<file path="config.mk">
export PLATFORM = sky130hd
export DESIGN_NAME = dff_bank_arbiter_flat
export DESIGN_NICKNAME = d
export VERILOG_FILES = /design/src/rtl/dff_bank_arbiter_if.sv /design/src/rtl/dff_bank_arbiter.sv /design/src/flat_wrapper.sv
export SDC_FILE = /design/constraint.sdc
export NUM_CORES = 1
export LEC_CHECK = 0
export CAP_MARGIN = 25
export CORE_MARGIN = 3
export CORE_UTILIZATION = 44
export DETAILED_ROUTE_END_ITERATION = 16
export PLACE_DENSITY = 0.87
export SLEW_MARGIN = 10
export SYNTH_ARGS = -nofsm -noshare
export SYNTH_HDL_FRONTEND = slang
export SYNTH_SLANG_ARGS = --single-unit
</file>
<file path="constraint.sdc">
create_clock -name i_clk -period 1.6 [get_ports i_clk]
set_clock_uncertainty 0.15 [all_clocks]
set_input_delay 0.32 -clock i_clk [delete_from_list [all_inputs] [get_ports i_clk]]
set_output_delay 0.32 -clock i_clk [all_outputs]
set_load 0.01 [all_outputs]
</file>
<file path="src/rtl/dff_bank_arbiter_if.sv">
// Requester/bank bundle for the two-port DFF bank arbiter.
// The testbench drives the master side; the arbiter is the slave.
interface dff_bank_arbiter_if #(
   parameter int DW = 8
);
   logic          i_req0;
   logic [DW-1:0] i_d0;
   logic          o_ack0;
   logic          i_req1;
   logic [DW-1:0] i_d1;
   logic          o_ack1;
   logic [DW-1:0] o_q;
   logic          o_en;
   logic          o_owner;
   logic          o_busy;
   logic [7:0]    o_wr_cnt;

   modport master (
      output i_req0, i_d0, i_req1, i_d1,
      input  o_ack0, o_ack1, o_q, o_en,
      input  o_owner, o_busy, o_wr_cnt
   );

   modport slave (
      input  i_req0, i_d0, i_req1, i_d1,
      output o_ack0, o_ack1, o_q, o_en,
      output o_owner, o_busy, o_wr_cnt
   );
endinterface

</file>
<file path="src/rtl/dff_bank_arbiter.sv">
// Round-robin arbiter granting two requesters write access to a
// shared DFF bank; one write per IDLE->WRITE->ACK pass.
module dff_bank_arbiter #(
   parameter int DW = 8
) (
   input  logic               i_clk,
   input  logic               i_clr,
   dff_bank_arbiter_if.slave  bus
);

   typedef enum logic [1:0] {
      IDLE  = 2'd0,
      WRITE = 2'd1,
      ACK   = 2'd2
   } state_t;

   state_t        state_q;
   logic [DW-1:0] buf_q;
   logic [DW-1:0] q_q;
   logic          en_q;
   logic          ack0_q;
   logic          ack1_q;
   logic          owner_q;
   logic          busy_q;
   logic [7:0]    cnt_q;

   logic          any_req_d;
   logic          gnt_d;

   // On a tie the requester that did not win last time gets the bank.
   always_comb begin
      any_req_d = bus.i_req0 | bus.i_req1;
      gnt_d     = bus.i_req1;
      if (bus.i_req0 && bus.i_req1)
         gnt_d = ~owner_q;
   end

   always_ff @(posedge i_clk) begin
      if (i_clr) begin
         state_q <= IDLE;
         buf_q   <= '0;
         q_q     <= '0;
         en_q    <= 1'b0;
         ack0_q  <= 1'b0;
         ack1_q  <= 1'b0;
         owner_q <= 1'b1;
         busy_q  <= 1'b0;
         cnt_q   <= 8'd0;
      end else begin
         en_q   <= 1'b0;
         ack0_q <= 1'b0;
         ack1_q <= 1'b0;
         unique case (state_q)
            IDLE: begin
               if (any_req_d) begin
                  owner_q <= gnt_d;
                  buf_q   <= gnt_d ? bus.i_d1 : bus.i_d0;
                  en_q    <= 1'b1;
                  busy_q  <= 1'b1;
                  state_q <= WRITE;
               end
            end
            WRITE: begin
               q_q     <= buf_q;
               ack0_q  <= ~owner_q;
               ack1_q  <= owner_q;
               state_q <= ACK;
            end
            ACK: begin
               cnt_q   <= cnt_q + 8'd1;
               busy_q  <= 1'b0;
               state_q <= IDLE;
            end
            default: begin
               busy_q  <= 1'b0;
               state_q <= IDLE;
            end
         endcase
      end
   end

   assign bus.o_q      = q_q;
   assign bus.o_en     = en_q;
   assign bus.o_ack0   = ack0_q;
   assign bus.o_ack1   = ack1_q;
   assign bus.o_owner  = owner_q;
   assign bus.o_busy   = busy_q;
   assign bus.o_wr_cnt = cnt_q;

endmodule
</file>
<file path="src/flat_wrapper.sv">
// flat-port wrapper written by rule: the top's interface ports become plain ports
module dff_bank_arbiter_flat 
#(
   parameter int DW = 8
)
  (i_clk, i_clr, bus_i_req0, bus_i_d0, bus_i_req1, bus_i_d1, bus_o_ack0, bus_o_ack1, bus_o_q, bus_o_en, bus_o_owner, bus_o_busy, bus_o_wr_cnt);
  dff_bank_arbiter_if #(.DW(DW)) bus_i ();
  input  logic i_clk;
  input  logic i_clr;
  input wire logic [$bits(bus_i.i_req0)-1:0] bus_i_req0;
  input wire logic [$bits(bus_i.i_d0)-1:0] bus_i_d0;
  input wire logic [$bits(bus_i.i_req1)-1:0] bus_i_req1;
  input wire logic [$bits(bus_i.i_d1)-1:0] bus_i_d1;
  output wire logic [$bits(bus_i.o_ack0)-1:0] bus_o_ack0;
  output wire logic [$bits(bus_i.o_ack1)-1:0] bus_o_ack1;
  output wire logic [$bits(bus_i.o_q)-1:0] bus_o_q;
  output wire logic [$bits(bus_i.o_en)-1:0] bus_o_en;
  output wire logic [$bits(bus_i.o_owner)-1:0] bus_o_owner;
  output wire logic [$bits(bus_i.o_busy)-1:0] bus_o_busy;
  output wire logic [$bits(bus_i.o_wr_cnt)-1:0] bus_o_wr_cnt;
  assign bus_i.i_req0 = bus_i_req0;
  assign bus_i.i_d0 = bus_i_d0;
  assign bus_i.i_req1 = bus_i_req1;
  assign bus_i.i_d1 = bus_i_d1;
  assign bus_o_ack0 = bus_i.o_ack0;
  assign bus_o_ack1 = bus_i.o_ack1;
  assign bus_o_q = bus_i.o_q;
  assign bus_o_en = bus_i.o_en;
  assign bus_o_owner = bus_i.o_owner;
  assign bus_o_busy = bus_i.o_busy;
  assign bus_o_wr_cnt = bus_i.o_wr_cnt;
  dff_bank_arbiter #(.DW(DW)) u_core (.i_clk(i_clk), .i_clr(i_clr), .bus(bus_i));
endmodule
</file>
Yosys cells after proc, flatten, opt, wreduce, memory -nomap -nowiden. Index checks and enable logic that the tools add are counted. Widths: inputs -> output; s select.

Bitwise gates (word level): 4. Divide/modulo/power cells: 0. $add $sub $neg: 1. Muxes and demuxes: 7. Equality and inequality tests: 3. Magnitude comparators: 0. Shift operators: 0. Multiply operators: 0. Reductions and logical operators: 6.

Operator list (count): $add 8x1->8 const B (1); $mux 8 (1); $pmux 2 s2 (1); $reduce_and 2->1 (2); $reduce_or 2->1 (2); $mux 1 (3); $not 1->1 (3); $eq 2x1->1 const B (1); $eq 2x2->1 const B (1); $logic_not 2->1 (1); $mux 2 (1); $ne 2x1->1 const B (1); $pmux 1 s2 (1); $logic_and 1x1->1 (1); $or 1x1->1 (1).

Bits in latches: 0. Output and inout bits: 21. Memories: 0. Input bits: 20. Flip-flop bits (word level): 31. Word-level logic and storage cells: 30. Bits in read-only memories: 0. RAM bits: 0.

Longest topological paths before layout. Gate-level depths: netlist of run 1.

Word-level depth: 3. Mapped depth: 4. Depth with buffers taken out: 4.

Worst setup path before layout of run 1. Ideal clock, no wire load.

Kind: register to register. Start point: register u_core.cnt_q[0], in the netlist u_core.bus.o_wr_cnt[0]. End point: register u_core.cnt_q[6], in the netlist u_core.bus.o_wr_cnt[6]. Required time: 1.380 ns. Arrival: 1.272 ns. Period minus slack after synthesis: 1.493 ns. Setup time: 0.070 ns. Cell stages (with the launch flop): 5. Slack: 0.107 ns. Path buffers: 0. Cells stage by stage: dfxtp_1 -> ha_1 -> inv_1 -> or4_1 -> a21oi_1.

Word-level cells in the longest chain between the ends: 1.

Ends and longest elaborated chain: start, declared (RTL line dff_bank_arbiter.sv:25) `logic [7:0] cnt_q;`; start signal, assigned (RTL line dff_bank_arbiter.sv:70) `cnt_q <= cnt_q + 8'd1;`; $add 8x1->8 (RTL line dff_bank_arbiter.sv:70).

No other way between the ends. A chain may end at the register's enable or synchronous reset.

Final worst setup path of run 1. Same ends and word-level chain as after synthesis.

==> impl_metrics.env, run 1 <==
export IMPL_status="complete, no violations"
export IMPL_end_kind="register"
export IMPL_power_mw=1.48
export IMPL_syn_area_um2=1240
export IMPL_hold_viol=0
export IMPL_dp_cells=212
export IMPL_final_cell_mix="nand2_1, dfxtp_1, a21oi_1, dlygate4sd2_1, clkdlybuf4s50_1"
export IMPL_cp_start_kind="register"
export IMPL_timing_final_crit_share_pct=95.0
export IMPL_root_buffer="clkbuf_4"
export IMPL_core_um2=2570
export IMPL_slew_violations=0
export IMPL_reg2reg_from="u_core.bus.o_wr_cnt[0]$_SDFFE_PP0N_"
export IMPL_ys_seq_area_share_pct=50.1
export IMPL_postRouteAntennaNets=0
export IMPL_worstPathRequired_ns=1.69
export IMPL_cts_buffers=5
export IMPL_ios=41
export IMPL_min_period_ns=1.52
export IMPL_clock_tree_buffer_depth=2
export IMPL_hold_start="u_core.bus.o_q[5]$_SDFFE_PP0N_"
export IMPL_p_leak_nw=0.755
export IMPL_antenna_found_initial=0
export IMPL_n_fill_cell=228
export IMPL_synth_seq_cells=31
export IMPL_setup_viol_count_final=0
export IMPL_whs_ns=0.309
export IMPL_cp_arrival_ns=1.61
export IMPL_tightest_slew_ns=0.340
export IMPL_tns_ns=0
export IMPL_clock_sinks=31
export IMPL_cp_max_fo=4
export IMPL_grt_util_all_layers_pct=17.3
export IMPL_wl_per_cell_um=13.1
export IMPL_routed_via_count=1170
export IMPL_layout_commonest_cell="nand2_1"
export IMPL_drc=0
export IMPL_syn_inst=144
export IMPL_final_util_pct=67.0
export IMPL_ys_types=32
export IMPL_grt_overflow_total=0
export IMPL_path_class="register to register"
export IMPL_post_cts_buffers=0
export IMPL_grt_pass1_vias=1087
export IMPL_die_area_um2=3490
export IMPL_timing_fmax_mhz=658
export IMPL_firstDrtPassIters=4
export IMPL_gp_congestion=0.812
export IMPL_io_buffers=40
export IMPL_clk_pin_slew_ns=0.08
export IMPL_relSlewSlack_pct=77.3
export IMPL_drive_above_1_share_pct=11.7
export IMPL_min_path_type="register to register"
export IMPL_n_antenna_cell=0
export IMPL_grt_first_pass_wirelength_mm=4.60
export IMPL_grt_max_degree=21
export IMPL_ys_warnings_count=0
export IMPL_synth_area_per_cell_um2=8.61
export IMPL_multiInputGateArea_um2=582
export IMPL_rsz0062_at_grt="no"
export IMPL_dieHeight_um=59.1
export IMPL_die_w_um=59.1
export IMPL_fin_cells=218
export IMPL_layout_nets=210
export IMPL_initial_utilization_pct=48.3
export IMPL_startpoint="u_core.bus.o_wr_cnt[0]$_SDFFE_PP0N_"
export IMPL_cts_tree="built"
export IMPL_drt_iter0_drc=43
export IMPL_cts_resized=25
export IMPL_htree_levels=2
export IMPL_p_per_area_nw_per_um2=864
export IMPL_synth_nets=165
export IMPL_register_area_um2=628
export IMPL_hold_buffers=0
export IMPL_routed_wl_mm=2.86
export IMPL_worstSkewPairLatency_ns=0.32
export IMPL_area_growth_synth_to_final_pct=38.6
export IMPL_maxCapViolations=0
export IMPL_rows=18
export IMPL_hpwlAfterDp_mm=2.30
export IMPL_irDropWorstVdd_v=0.000631
export IMPL_avgViaCountPerCell=5.37
==> worst paths after layout <==
kind / to / slack [ns] / depth (start not counted)
hold / removal: u_core.bus.o_q[5]$_SDFFE_PP0N_ / 0.31 / 2
hold reg to reg: u_core.bus.o_q[5]$_SDFFE_PP0N_ / 0.31 / 2
setup reg to reg: u_core.bus.o_wr_cnt[6]$_SDFFE_PP0N_ / 0.08 / 4
setup / recovery: u_core.bus.o_wr_cnt[6]$_SDFFE_PP0N_ / 0.08 / 4
==> state kept, by name, summed over array words and instances, names as in the netlist <==
register             flops
u_core.buf_q             8
u_core.bus.o_q           8
u_core.bus.o_wr_cnt      8
u_core.state_q           2
u_core.bus.o_ack0        1
u_core.bus.o_ack1        1
u_core.bus.o_busy        1
u_core.bus.o_en          1
u_core.bus.o_owner       1
==> cell usage after synthesis, drive strengths merged <==
cell type / instances / area (µm²)
a211o: 1 / 8.76
and2b: 2 / 15.0
mux2: 1 / 11.3
mux2i: 1 / 10.0
o21ai: 1 / 5.00
a21oi: 21 / 105
xor2: 1 / 8.76
nand2b: 2 / 12.5
or2: 1 / 6.26
ha: 1 / 12.5
nand2: 35 / 131
nor2b: 1 / 6.26
a311oi: 8 / 70.1
o31ai: 3 / 22.5
nor2: 8 / 30.0
xnor2: 1 / 8.76
a21bo: 1 / 10.0
nand3b: 2 / 27.5
a21boi: 1 / 7.51
nor3: 1 / 5.00
clkbuf: 5 / 18.8
and3: 1 / 6.26
or4: 3 / 22.5
and2: 2 / 12.5
inv: 1 / 3.75
nand3: 1 / 5.00
buf: 4 / 17.5
nand4: 2 / 12.5
dfxtp: 31 / 621
or3: 1 / 6.26
==> critical path, stage by stage (launching register included) <==
cell and delay, ns:
dfxtp_2 0.37, ha_2 0.21, inv_1 0.05, or4_1 0.49
a21oi_1 0.17
==> final cells by class <==
| class | count | area share (%) |
|---|---|---|
| inverter | 1 | 0.218 |
| sequential | 31 | 36.5 |
| multi-input combinational | 103 | 33.8 |
| timing repair buffer | 47 | 24.8 |
| tap | 30 | 2.18 |
| clock buffer | 6 | 2.40 |
==> metal layers <==
metal / share of wire (%) / GRT usage, % / vias up / wire, µm
li1: - / - / 587 / -
met1: 37 / 17.6 / 535 / 1070
met2: 53 / 32.6 / 41 / 1520
met3: 7.1 / 4.36 / 7 / 204
met4: 2.3 / 7.77 / 0 / 65
met5: 0 / 0 / - / 0
==> report_power, final <==
| part | internal [mW] | total (mW) | leakage, nW | switching (mW) |
|---|---|---|---|---|
| combinational | 0.132 | 0.255 | 0.474 | 0.124 |
| clock | 0.156 | 0.379 | 0.0242 | 0.223 |
| sequential | 0.821 | 0.851 | 0.257 | 0.0296 |
==> stage by stage <==
stage	cell area [µm²]	worst slack [ns]
after floorplan	1240	0.107
after global placement	1690	-0.0968
after detailed placement	1690	-0.211
after CTS	1710	0.0432
after global routing	1720	0.0203
final	1720	0.0794
==> logic make-up (layout without fill, tap and decap cells) <==
family                     count (synthesis)  in the layout  share of synthesized area, %
and+or+nand+nor                           62             62                          24.1
muxes                                      2              2                          1.72
adders and majority gates                  1              1                          1.01
xor gates and xnor gates                   2              2                          1.41
DFF                                       31             31                          50.1
buffers and inverters                     10             54                          3.23
AOI/OAI and AO/OA                         36             36                          18.5
Power figures use the tool's default switching activity.
==> inputs of run 2 (changes only) <==
--- a/config.mk
+++ b/config.mk
@@ -7,9 +7,10 @@
 export LEC_CHECK = 0
 export CAP_MARGIN = 25
 export CORE_MARGIN = 3
-export CORE_UTILIZATION = 44
+export CORE_UTILIZATION = 45
+export CTS_BUF_LIST = sky130_fd_sc_hd__clkbuf_8
 export DETAILED_ROUTE_END_ITERATION = 16
-export PLACE_DENSITY = 0.87
+export PLACE_DENSITY = 0.89
 export SLEW_MARGIN = 10
 export SYNTH_ARGS = -nofsm -noshare
 export SYNTH_HDL_FRONTEND = slang
==> run 2 against run 1 <==
Compared with the run above: hold slack lost 0.014 ns; routed wire length grew 1.9%; die area shrank 2.0%; setup slack lost 0.030 ns; design area grew 4.9%; register-to-register slack is essentially flat; sequential cell count is the same; total power grew 24%.
==> impl_metrics.env, run 2 (synthesis gave the netlist of run 1 again) <==
export IMPL_status="complete, no violations"
export IMPL_cp_start_kind="input pin"
export IMPL_slowest_delay_ns=0.47
export IMPL_min_path_type="register to register"
export IMPL_hold_depth=2
export IMPL_io_buffers=40
export IMPL_postRouteAntennaNets=0
export IMPL_core_um2=2540
export IMPL_irDropWorstVdd_v=0.00107
export IMPL_worstPathCellList="clkdlybuf4s50_1 > or2_1 > and2_1 > a311oi_1"
export IMPL_htree_levels=2
export IMPL_p_per_area_nw_per_um2=1020
export IMPL_drc=0
export IMPL_tightest_slew_ns=0.378
export IMPL_min_period_ns=1.55
export IMPL_cts_tree="built"
export IMPL_area_growth_synth_to_final_pct=45.5
export IMPL_worstSkewPairLatency_ns=0.28
export IMPL_n_antenna_cell=0
export IMPL_clock_sinks=31
export IMPL_routed_wl_mm=2.91
export IMPL_power_switching_uw=426
export IMPL_slew_violations=0
export IMPL_grt_first_pass_wirelength_mm=4.96
export IMPL_p_clk_share_pct=39.4
export IMPL_p_sw_share_pct=23.2
export IMPL_avgViaCountPerCell=5.33
export IMPL_cts_buffers=5
export IMPL_path_depth=4
export IMPL_end_kind="register"
export IMPL_routed_via_count=1173
export IMPL_setup_viol_count_final=0
export IMPL_hpwlAfterDp_mm=2.25
export IMPL_grt_max_degree=19
export IMPL_die_w_um=58.5
export IMPL_pre_cts_ws_ns=-0.206
export IMPL_hold_buffers=0
export IMPL_grt_util_all_layers_pct=19.3
export IMPL_path_class="input pin to register"
export IMPL_critPathBufInv=1
export IMPL_rows=18
export IMPL_layout_nets=211
export IMPL_setup_slack_ns=0.0492
export IMPL_postPlaceCellArea_um2=1700
export IMPL_r2r_cells=3
export IMPL_ios=41
export IMPL_layout_commonest_cell="nand2_1"
export IMPL_clock_tree_buffer_depth=2
export IMPL_path_delay_family="simple AND/OR/NAND/NOR gates"
export IMPL_antenna_found_initial=0
export IMPL_die_area_um2=3420
export IMPL_grt_pass1_vias=1216
export IMPL_p_int_mw=1.41
export IMPL_root_buffer="clkbuf_8"
export IMPL_firstDrtPassIters=4
export IMPL_power_mw=1.83
export IMPL_worstPathRequired_ns=1.63
export IMPL_grt_overflow_total=0
export IMPL_wl_per_cell_um=13.2
export IMPL_final_cell_mix="nand2_1, dfxtp_1, a21oi_1, clkdlybuf4s50_1, dlygate4sd2_1"
export IMPL_timing_fmax_mhz=645
export IMPL_cp_arrival_ns=1.58
export IMPL_rsz0062_at_grt="no"
export IMPL_maxCapViolations=0
export IMPL_r2r_slack_ns=0.09
export IMPL_timing_final_crit_share_pct=96.9
export IMPL_p_seq_share_pct=46.3
export IMPL_drive_above_1_share_pct=13.2
export IMPL_initial_utilization_pct=48.7
export IMPL_n_fill_cell=199
export IMPL_drt_iter0_drc=26
export IMPL_power_share_combinational_pct=14.3
export IMPL_clk_pin_slew_ns=0.06
export IMPL_relSlewSlack_pct=74.8
export IMPL_hold_viol=0
export IMPL_final_area_um2=1800
export IMPL_cp_slowest_cell="clkdlybuf4s50_1"
export IMPL_gp_congestion=0.784
export IMPL_cp_max_fo=8
export IMPL_dieHeight_um=58.5
export IMPL_p_leak_nw=0.819
==> run 2: cell types whose count changed in the layout (fill, tap and decap cells not counted), moves of 2 or more <==
cell	before	now
dlygate4sd2_1	21	19
clkbuf_8	0	5
dlymetal6s2s_1	0	2
clkbuf_4	5	0
==> run 2: what timing repair did <==
action	CTS	global route
endpoints found under the hold margin	0	0
resized for setup	22	7
gates cloned	0	0
setup buffers	0	0
pin swaps	0	0
endpoints found under the setup margin	19	4
==> run 2: per-stage QoR <==
step	cells	setup TNS (ns)	util, %	hold slack [ns]
global placement	213	-0.950	66.9	0.294
CTS	220	0	70.1	0.295
finish	220	0	70.9	0.296
detailed placement	213	-1.46	66.9	0.292
global route	220	0	70.9	0.330
floorplan	144	0	-	0.250
==> run 2: area by class of cell <==
cell class	count	area [µm²]	share of cell area [%]
tap	30	37.5	2.08
clock buffer	5	68.8	3.81
inverter	1	3.75	0.208
sequential	31	627	34.7
timing repair buffer	48	442	24.5
multi-input combinational	103	592	32.8
clock inverter	2	33.8	1.87
==> run 2: tightest hold or removal path, cell delays in order (launching register included) <==
cell     delay [ns]
dfxtp_1        0.31
nand2_1        0.05
a21oi_1        0.05
==> run 2: path summary, 6_finish.rpt <==
| path | start | to |
|---|---|---|
| worst min register to register | u_core.buf_q[4]$_SDFFE_PP0P_ | u_core.bus.o_q[4]$_SDFFE_PP0N_ |
| worst max register to register | u_core.state_q[1]$_SDFFE_PP0P_ | u_core.bus.o_wr_cnt[7]$_SDFFE_PP0N_ |
| worst max-delay path | bus_i_req0 | u_core.buf_q[3]$_SDFFE_PP0P_ |
| worst min-delay path | u_core.buf_q[4]$_SDFFE_PP0P_ | u_core.bus.o_q[4]$_SDFFE_PP0N_ |
==> run 2: layer usage <==
metal  global-route usage [%]  part of all wire (%)
met1                     18.7                    41
met5                        0                     0
met3                     7.89                   7.3
met2                     33.8                    50
met4                     11.6                   1.8
==> run 2: power groups by stage <==
stage	Sequential (mW)	Clock, mW	Combinational [mW]
2_1_floorplan	0.874	0	0.126
3_3_place_gp	0.864	0	0.261
3_5_place_dp	0.867	0	0.271
4_1_cts	0.850	0.739	0.259
5_1_grt	0.856	0.763	0.288
6_report	0.850	0.722	0.262
==> variant, RTL diff (config.mk and constraints of run 1) <==
`DW` is set to 8 in 3 places; all go to 10.
--- a/src/rtl/dff_bank_arbiter_if.sv
+++ b/src/rtl/dff_bank_arbiter_if.sv
@@ -3,3 +3,3 @@
 interface dff_bank_arbiter_if #(
-   parameter int DW = 8
+   parameter int DW = 10
 );
--- a/src/rtl/dff_bank_arbiter.sv
+++ b/src/rtl/dff_bank_arbiter.sv
@@ -3,3 +3,3 @@
 module dff_bank_arbiter #(
-   parameter int DW = 8
+   parameter int DW = 10
 ) (
--- a/src/flat_wrapper.sv
+++ b/src/flat_wrapper.sv
@@ -3,3 +3,3 @@
 #(
-   parameter int DW = 8
+   parameter int DW = 10
 )
Interface: changed (resized bus_i_d0, bus_i_d1 and bus_o_q); port bits go from 41 to 47. No check against the original RTL was run, so the function may have changed too.
==> variant against run 1 <==
- final area grew 13%
- sequential share of layout area up 0.086 points
- worst setup slack gained 11 ps
- critical path type is now in -> reg
- power increased by 14%
- synthesized area is 12% higher
- sequential cell count up 4
- worst hold slack got worse by 5.1 ps
- routed wire length rose by 21%
==> variant: results (changes against run 1) <==
run status=finished, final reports clean; post-cts resize count=30 (+20%); Place WS=-286.8 ps (-76.29 ps); Cell variety after synth=31 (-3.1%); Post-synth top cells=nand2_1 (43), dfxtp_1 (35), a21oi_1 (27); largest net degree at the start of global routing=20 (-4.8%); crit-path max cell delay=440 ps (-50 ps); relative slew slack=78.83% (+1.5 points); Via density=5.224 (-2.7%); placed cell count=248 (+17%); Total Wirelength=3445 um (+21%); critical path arrival=1590 ps (-20 ps); post-synthesis sequential area ratio=50.59% (+0.54 points); Mapped Cells=164 (+14%); initial DRC count=57 (+33%); total track usage=18.18% (+0.90 points); dominant cells by area after synthesis=dfxtp_1 (51%), nand2_1 (12%), a21oi_1 (9.8%), a311oi_1 (6.3%), buf_2 (1.8%); post-synth net total=189 (+15%); Post-DP Area=1914 um^2 (+13%); Tcrit/Tclk final=94.36% (-0.67 points); share of layout cells above drive strength 1=11.79% (+0.090 points); R2R Setup Slk=120 ps (+40 ps); Final #Nets=238 (+13%); Slowest-stage cell, CP=clkdlybuf4s50_1; VDD IR-drop max=542.3 uV (-14%); global-route wire length before repair=5623 um (+22%); DP HPWL=2616 um (+14%); Pleak=0.8393 nW (+11%); I/O Buffers=46 (+15%); worst-path maximum fanout=10 (+6)
variant: cell types whose count changed in the layout (fill, tap and decap cells not counted), sizes merged, moves of 2 or more:
cell / run 1 / this run
a311oi: 8 / 10
clkdlybuf4s50: 19 / 23
or3: 1 / 4
o31ai: 3 / 1
nand2: 35 / 43
dfxtp: 31 / 35
nor2: 8 / 6
a21oi: 21 / 27
o21ai: 1 / 4
dlygate4sd2: 21 / 23
or4: 3 / 1
variant: power breakdown:
part           switching, mW  internal (mW)  total [mW]
Sequential            0.0403          0.930       0.970
Clock                  0.268          0.156       0.425
Combinational          0.143          0.151       0.294
variant: path summary, 6_finish.rpt:
check	start	endpoint	cells past startpoint
setup reg to reg	u_core.state_q[0]	u_core.bus.o_wr_cnt[7]	3
hold reg to reg	u_core.bus.o_q[6]	u_core.bus.o_q[6]	2
setup / recovery	bus_i_req0	u_core.buf_q[8]	4
hold / removal	u_core.bus.o_q[6]	u_core.bus.o_q[6]	2
variant: layer usage:
layer	wire (um)	GRT usage [%]
met1	1443	18.98
met5	0	0
met4	11	6.906
met3	219	6.486
met2	1770	33.20
variant: cells by family (layout without fill, tap and decap cells):
family	after synthesis	after routing	synth area share, %
DFF	35	35	50.59
xor gates and xnor gates	1	1	0.6325
muxes	1	1	0.7227
buffers and inverters	13	61	4.065
adders and majority gates	1	1	0.9032
and+or+nand+nor	68	68	23.13
AOI/OAI and AO/OA	45	45	19.96
variant: layout make-up:
| cell class | instances | area, um^2 | area share, % |
|---|---|---|---|
| Clock buffer | 6 | 41.29 | 2.128 |
| Inverter | 2 | 7.507 | 0.3868 |
| Multi-Input combinational cell | 116 | 631.9 | 32.56 |
| Timing Repair Buffer | 53 | 496.7 | 25.60 |
| Sequential cell | 35 | 710.7 | 36.62 |
| Tap cell | 42 | 52.55 | 2.708 |
